### src/rtl/cart_bus_responder.sv
// cart_bus_responder
// Cartridge-side responder for a console CPU bus clocked by the console's m2
// (phi2). m2 is synchronized into the master_clock domain and a three-state
// FSM tracks each bus cycle. Writes into ROM space are committed into a
// 4-bit PRG bank register. PRG ROM decode and output enables are combinational
// from the raw pins. A watchdog timer flags a lost m2 and aborts a stalled
// cycle.
//
// Optional feature: define BUS_CONFLICT_EN to AND the written value with the
// ROM byte driven during the same cycle (bus-conflict emulation). When the
// macro is undefined, the committed bank is the CPU data alone and rom_data
// is ignored.

module cart_bus_responder #(
   parameter int M2_TIMEOUT = 63
) (
   input  logic        master_clock,
   input  logic        reset,
   input  logic        m2,
   input  logic        romsel,
   input  logic        cpu_rw,
   input  logic [14:0] cpu_addr,
   input  logic [7:0]  cpu_data_in,
   input  logic [7:0]  rom_data,
   output logic [17:0] prg_addr,
   output logic        rom_oe_n,
   output logic        cpu_data_oe,
   output logic [3:0]  prg_bank,
   output logic        wr_strobe,
   output logic [7:0]  write_count,
   output logic        m2_lost
);

   typedef enum logic [1:0] {
      WAIT_HIGH,
      ACTIVE,
      COMMIT
   } state_t;

   localparam logic [7:0] TIMEOUT_VAL = 8'(M2_TIMEOUT);

   // m2 synchronizer and edge history
   logic        r_m2_sync1;
   logic        r_m2_sync2;
   logic        r_m2_hist;
   logic        w_m2_rise;
   logic        w_m2_fall;
   logic        w_m2_edge;

   // m2 watchdog
   logic [7:0]  r_timer;
   logic        w_timeout;

   // bus cycle FSM and registered outputs
   state_t      r_state;
   logic        r_romsel;
   logic        r_rw;
   logic [14:0] r_addr;
   logic [7:0]  r_data;
`ifdef BUS_CONFLICT_EN
   logic [7:0]  r_rom_data;
`endif
   logic [3:0]  r_prg_bank;
   logic        r_wr_strobe;
   logic [7:0]  r_write_count;
   logic        r_m2_lost;
   logic [3:0]  w_new_bank;
   logic        w_unused;

   // Two-flop synchronizer for the asynchronous m2, plus one history flop so
   // edges are judged only between fully synchronized samples.
   always_ff @(posedge master_clock or posedge reset) begin
      // NOTE: every register uses <= so all flops update together from
      // pre-edge values; a blocking = here would collapse the sync chain.
      if (reset) begin
         r_m2_sync1 <= 1'b0;
         r_m2_sync2 <= 1'b0;
         r_m2_hist  <= 1'b0;
      end else begin
         r_m2_sync1 <= m2;
         r_m2_sync2 <= r_m2_sync1;
         r_m2_hist  <= r_m2_sync2;
      end
   end

   assign w_m2_rise = r_m2_sync2 & ~r_m2_hist;
   assign w_m2_fall = ~r_m2_sync2 & r_m2_hist;
   assign w_m2_edge = w_m2_rise | w_m2_fall;

   // Timeout fires on the clock the timer reaches M2_TIMEOUT and keeps firing
   // while saturated; an edge in the same clock always takes priority.
   assign w_timeout = ~w_m2_edge && (r_timer >= (TIMEOUT_VAL - 8'd1));

   // Edge timer: cleared by any synced m2 edge, otherwise counts up and
   // saturates at M2_TIMEOUT.
   always_ff @(posedge master_clock or posedge reset) begin
      if (reset) begin
         r_timer <= 8'd0;
      end else if (w_m2_edge) begin
         r_timer <= 8'd0;
      end else if (r_timer != TIMEOUT_VAL) begin
         r_timer <= r_timer + 8'd1;
      end
   end

`ifdef BUS_CONFLICT_EN
   // The ROM drives the bus during the write too, so the CPU sees the AND.
   assign w_new_bank = r_data[3:0] & r_rom_data[3:0];
   assign w_unused   = ^{r_addr, r_data[7:4], r_rom_data[7:4]};
`else
   assign w_new_bank = r_data[3:0];
   assign w_unused   = ^{r_addr, r_data[7:4], rom_data};
`endif

   // Bus cycle FSM: capture the cycle on m2 rise, track data while m2 is
   // high, commit ROM-space writes after m2 falls.
   always_ff @(posedge master_clock or posedge reset) begin
      if (reset) begin
         r_state       <= WAIT_HIGH;
         r_romsel      <= 1'b1;
         r_rw          <= 1'b1;
         r_addr        <= 15'd0;
         r_data        <= 8'd0;
`ifdef BUS_CONFLICT_EN
         r_rom_data    <= 8'd0;
`endif
         r_prg_bank    <= 4'd0;
         r_wr_strobe   <= 1'b0;
         r_write_count <= 8'd0;
         r_m2_lost     <= 1'b0;
      end else begin
         r_wr_strobe <= 1'b0;
         if (w_timeout) begin
            r_m2_lost <= 1'b1;
         end

         case (r_state)
            WAIT_HIGH: begin
               if (w_m2_rise) begin
                  r_romsel  <= romsel;
                  r_rw      <= cpu_rw;
                  r_addr    <= cpu_addr;
                  r_m2_lost <= 1'b0;
                  r_state   <= ACTIVE;
               end
            end

            ACTIVE: begin
               r_data <= cpu_data_in;
`ifdef BUS_CONFLICT_EN
               r_rom_data <= rom_data;
`endif
               if (w_m2_rise) begin
                  // Falling edge was missed: drop the old cycle, start anew.
                  r_romsel  <= romsel;
                  r_rw      <= cpu_rw;
                  r_addr    <= cpu_addr;
                  r_m2_lost <= 1'b0;
               end else if (w_m2_fall) begin
                  r_state <= (!r_romsel && !r_rw) ? COMMIT : WAIT_HIGH;
               end else if (w_timeout) begin
                  r_state <= WAIT_HIGH;
               end
            end

            COMMIT: begin
               r_prg_bank    <= w_new_bank;
               r_wr_strobe   <= 1'b1;
               r_write_count <= r_write_count + 8'd1;
               r_state       <= WAIT_HIGH;
            end

            default: begin
               r_state <= WAIT_HIGH;
            end
         endcase
      end
   end

   // Read decode works straight off the pins so ROM data meets CPU timing.
   assign rom_oe_n    = ~(~romsel & cpu_rw & m2);
   assign cpu_data_oe = ~romsel & cpu_rw & m2;
   assign prg_addr    = cpu_addr[14] ? {4'hF, cpu_addr[13:0]}
                                     : {r_prg_bank, cpu_addr[13:0]};

   assign prg_bank    = r_prg_bank;
   assign wr_strobe   = r_wr_strobe;
   assign write_count = r_write_count;
   assign m2_lost     = r_m2_lost;

endmodule

### config.mk
export PLATFORM = sky130hd
export DESIGN_NAME = cart_bus_responder
export DESIGN_NICKNAME = d
export VERILOG_FILES = /design/src/rtl/cart_bus_responder.sv
export SDC_FILE = /design/constraint.sdc
export NUM_CORES = 1
export LEC_CHECK = 0
export ABC_AREA = 1
export CORE_MARGIN = 1
export CORE_UTILIZATION = 38
export DETAILED_ROUTE_END_ITERATION = 8
export PLACE_DENSITY = 0.75
export SYNTH_ARGS = -nofsm -noshare
export SYNTH_HDL_FRONTEND = slang
export SYNTH_SLANG_ARGS = --single-unit
### constraint.sdc
create_clock -name master_clock -period 1.37 [get_ports master_clock]
set_input_delay 0.137 -clock master_clock [delete_from_list [all_inputs] [get_ports master_clock]]
set_output_delay 0.137 -clock master_clock [all_outputs]
set_load 0.005 [all_outputs]
Word level (Yosys, flattened, before mapping)
Index checks and enable logic that the tools add are counted.
- flip-flop bits (word level): 33
- input bits: 36
- output and inout port bits: 34
- word-level logic and storage cells: 53
- add/sub/neg operators: 2
- $lt $le $gt $ge: 1
- equality and inequality tests: 6
- multiplexer cells: 13
- bitwise gates (word level): 10
- reductions and logical operators: 9
- operators by type and width (kind ; number):
    $mux 18 ; 1
    $add 8x1->8 const B ; 2
    $mux 8 ; 2
    $mux 2 ; 5
    $ge 8x6->1 const B ; 1
    $ne 8x6->1 const B ; 1
    $not 1->1 ; 5
    $and 1x1->1 ; 4
    $mux 1 ; 4
    $ne 2x2->1 const B ; 2
    $pmux 2 s2 ; 1
    $ne 3x3->1 const B ; 1
    $reduce_and 3->1 ; 1
    $eq 2x1->1 const B ; 1
    $eq 2x2->1 const B ; 1
    $logic_and 1x1->1 ; 2
    $logic_not 1->1 ; 2
    $logic_not 2->1 ; 1
    $reduce_and 2->1 ; 1
    $reduce_bool 2->1 ; 1
    $reduce_or 2->1 ; 1
    $or 1x1->1 ; 1

Depth between registers and ports, before layout
- depth after elaboration: 9
- depth in mapped cells: 9
- mapped depth without buffers: 8

Worst setup path before layout
Ideal clock, no wire load.
- path type: reg-to-reg
- start point: register r_m2_sync2
- end point: register r_state[0]
- library setup time: 120 ps
- arrival time: 1151 ps
- data required time: 1250 ps
- slack: 99 ps
- cell stages (with the launch flop): 9
- path buffers: 1
- clock period less this slack: 1271 ps
- path through: dfrtp_1 inv_1 ha_1 clkbuf_2 inv_1 nor2_1 nand3_1 nand4_1 nand2_1
- longest elaborated chain between the ends: 7
- elaborated cells on any way between the ends: 13
- those cells by class: eq/ne: 3; mux: 3; bitwise: 5; reduce/logical: 2
- RTL lines (element ; line ; text):
    from (decl) ; 44 ; logic r_m2_sync2;
    from (signal assigned) ; 81 ; r_m2_sync2 <= r_m2_sync1;
    $not 1->1 ; 87 ; assign w_m2_fall = ~r_m2_sync2 & r_m2_hist;
    $and 1x1->1 ; 87 ;
    $or 1x1->1 ; 88 ; assign w_m2_edge = w_m2_rise | w_m2_fall;
    $not 1->1 ; 92 ; assign w_timeout = ~w_m2_edge && (r_timer >= (TIMEOUT_VAL - 8'd1));
    $logic_and 1x1->1 ; 92 ;
    $ne 3x3->1 (no line) ; -- ;
    $reduce_and 3->1 (no line) ; -- ;
    to (signal assigned) ; 160 ; r_state <= (!r_romsel && !r_rw) ? COMMIT : WAIT_HIGH;
    to (decl) ; 55 ; state_t r_state;
Parallel ways exist; a longest one is shown, timed or not. The select of a mux whose other input is x is not followed.
A chain may end at the register's enable or synchronous reset.

Worst setup path after layout
- start point: register r_prg_bank[3], in the netlist prg_bank[3]
- end point: output port prg_bank[3]
- RTL lines (element ; line ; text):
    from (decl) ; 63 ; logic [3:0] r_prg_bank;
    from (signal assigned) ; 167 ; r_prg_bank <= w_new_bank;
    to (decl) ; 28 ; output logic [3:0] prg_bank,
No word-level cell between the ends.

==> flow_summary.toml <==
[layout]
drive_gt1_share_pct = 17.6
final_cell_mix = "66 x nand2_1, 30 x dfrtp_1, 27 x inv_1, 16 x clkdlybuf4s50_1, 15 x buf_4"
fin_cells = 288
fin_nets = 278
layout_commonest_cell = "nand2_1"
area_growth_pct = 30.7
antennaDiodeCount = 0

[clocking]
cts_buffers = 5
cts_tree = "yes"
clock_latency_ns = 0.29
ctsHoldBuffers = 0
cts_root_buf = "clkbuf_8"
clock_sinks = 33
clk_path_buf_depth = 2
htree_levels = 2
clk_pin_slew_ns = 0.07

[drt]
drtPass1Iterations = 4
viasPerCell = 4.69
drcViolationCount = 0
ant_nets = 0
routed-via-count = 1351
wl_per_cell_um = 11.0
finalWirelength_um = 3170
drt_iter0_drc = 95

[sta]
slew_viol_final = 0
rsz0062_at_grt = "no"
max_slew_margin_pct = 82.0
period_needed_ns = 1.32
finalSetupViolCount = 0
timing.final.crit_share_pct = 96.4
worstMarginPinSlew_ns = 0.269
hold_violations = 0
setup_slack_ns = 0.0497
skew_ns = 0.00581
fmax_ghz = 0.757

[setup_path]
crit_type = "reg2out"
path_buf_inv = 3
cp.depth = 3
crit_chain = "buf_4, buf_4, dlygate4sd2_1"
regToRegStartpoint = "r_timer[0]"
startpoint = "prg_bank[3]"
reg2reg_slack_ns = 0.08
crit_fanout = 2
slowest_stage = "dfrtp_1"
crit_path_frequent_cell = "buf_4"
slowest_delay_ns = 0.39
worst_setup_path_end_kind = "primary output"
worst_ep_arrival_time_ns = 1.18
crit_path_start_kind = "register"
required_ns = 1.23
critical-path-top-delay-family = "buffers and inverters"
rr_endpoint = "r_timer[4]"
r2r_cells = 6

[hold_path]
hp-start = "m2"
min_to = "r_m2_sync1"
min_path_cells = 1
hold_path_class = "in2reg"

[power]
clkPwrFrac_pct = 33.4
ir_worst_vdd_mv = 0.375
p_per_area_mw_per_mm2 = 1290
pwr-share-comb_pct = 24.4
swShare_pct = 25.9
p_sw_mw = 0.736
p_int_mw = 2.11
p_leak_nw = 1.20
pwr-share-seq_pct = 42.2

[logic_synthesis]
synth_nets = 242
syn_avg_cell_area_um2 = 8.37
seq_area_frac_synth_pct = 49.3
synth_area_mm2 = 0.00168
yosysUniqueCellTypes = 23
synth_cells = 201
ys.warnings.count = 0
synth_seq_cells = 33

[global_routing]
antenna_found_initial = 0
grt_pass1_wl_um = 4960
grt_usage_pct = 14.4
grt_max_degree = 34
gr-total-overflow = 0
grt_pass1_vias = 1202

[place]
preCtsSetupSlack_ns = -0.0915
post-dp-hpwl_um = 2190
gp_congestion = 0.807
io_buffers = 29
place_inst = 271

[floorplanning]
placementRows = 23
die_area_mm2 = 0.00469
die_h_um = 68.5
core_mm2 = 0.00412
pin_count = 70
initial_core_util_pct = 40.9
die_x_um = 68.5

[run_status]
status = "completed"

[job]
maxCapViolCount = 0
## registers in the layout, summed over array words and instances (netlist names)
signal and flops:
r_timer 8, write_count 8, r_romsel 1, r_state 2
prg_bank 4, r_data 4, r_m2_sync2 1, wr_strobe 1
r_m2_sync1 1, m2_lost 1, r_m2_hist 1, r_rw 1
## cell families after synthesis
family / Yosys count / share of synthesized area [%]
AOI/OAI and AO/OA: 10 / 2.98
xor gates and xnor gates: 5 / 2.60
and+or+nand+nor: 104 / 28.0
DFF: 33 / 49.3
buffers and inverters: 44 / 13.5
adders and majority gates: 5 / 3.72
## layout make-up
cell class              instances  area (µm²)
clock buffers                   7        86.3
clock inverters                 1        30.0
fillers                       372        1920
inverters                      28         105
multi-input cells             124         662
flip-flops and latches         33         830
well taps                      50        62.6
repair buffers                 45         423
## power groups by stage
stage	Clock [mW]	Sequential, mW	Combinational (mW)
after floorplan	0	1.23	0.300
after global placement	0	1.23	0.583
after detailed placement	0	1.23	0.607
after CTS	0.975	1.20	0.656
after global routing	1.01	1.21	0.789
final	0.950	1.20	0.694
## metal layers
| metal | global-route usage (%) | vias up | share of wire, % |
|---|---|---|---|
| li1 | - | 667 | - |
| met1 | 17.3 | 629 | 42 |
| met2 | 24.5 | 51 | 50 |
| met3 | 5.10 | 4 | 6.6 |
| met4 | 3.39 | 0 | 0.82 |
| met5 | 0 | - | 0 |
## per-stage QoR
stage / area (µm²) / utilization [%] / power (mW) / hold WS [ns] / setup TNS, ns
finish: 2200 / 53.4 / 2.84 / 0.128 / 0
global route: 2200 / 53.4 / 3.01 / 0.149 / 0
floorplan: 1680 / - / 1.53 / 0.168 / 0
detailed placement: 1980 / 48.1 / 1.84 / 0.274 / -0.400
global placement: 1980 / 48.1 / 1.81 / 0.274 / -0.340
CTS: 2130 / 51.7 / 2.83 / 0.124 / 0
## what timing repair did
action / in CTS / in global routing
endpoints found under the setup margin: 7 / 15
buffers inserted: 4 / 5
gates resized for setup: 13 / 8
## cell usage after synthesis, drive strengths merged
master	instances	area, µm²
a21oi	2	10.0
buf	15	116
clkbuf	1	5.00
dfrtp	31	776
dfstp	2	52.6
ha	5	62.6
inv	28	105
nand2	67	254
nand3	12	65.1
nand3b	2	15.0
nand4	1	6.26
nor2	13	53.8
nor3	2	32.5
nor4	1	6.26
o21ai	8	40.0
or2	6	37.5
xnor2	1	8.76
xor2	4	35.0
## worst reg2reg max path, cell delays in order, from the launching register on
cell and delay, ns:
dfrtp_2 0.45, ha_4 0.19, inv_1 0.09, nor2_4 0.06, or2_2 0.27, nand3_1 0.07, nand2_1 0.06
## worst max-delay path by stage
stage	to
after floorplan	r_state[0]
after global placement	prg_addr[15]
after detailed placement	prg_addr[16]
after CTS	write_count[4]
after global routing	prg_addr[16]
final	prg_bank[3]
Power figures use the tool's default switching activity.
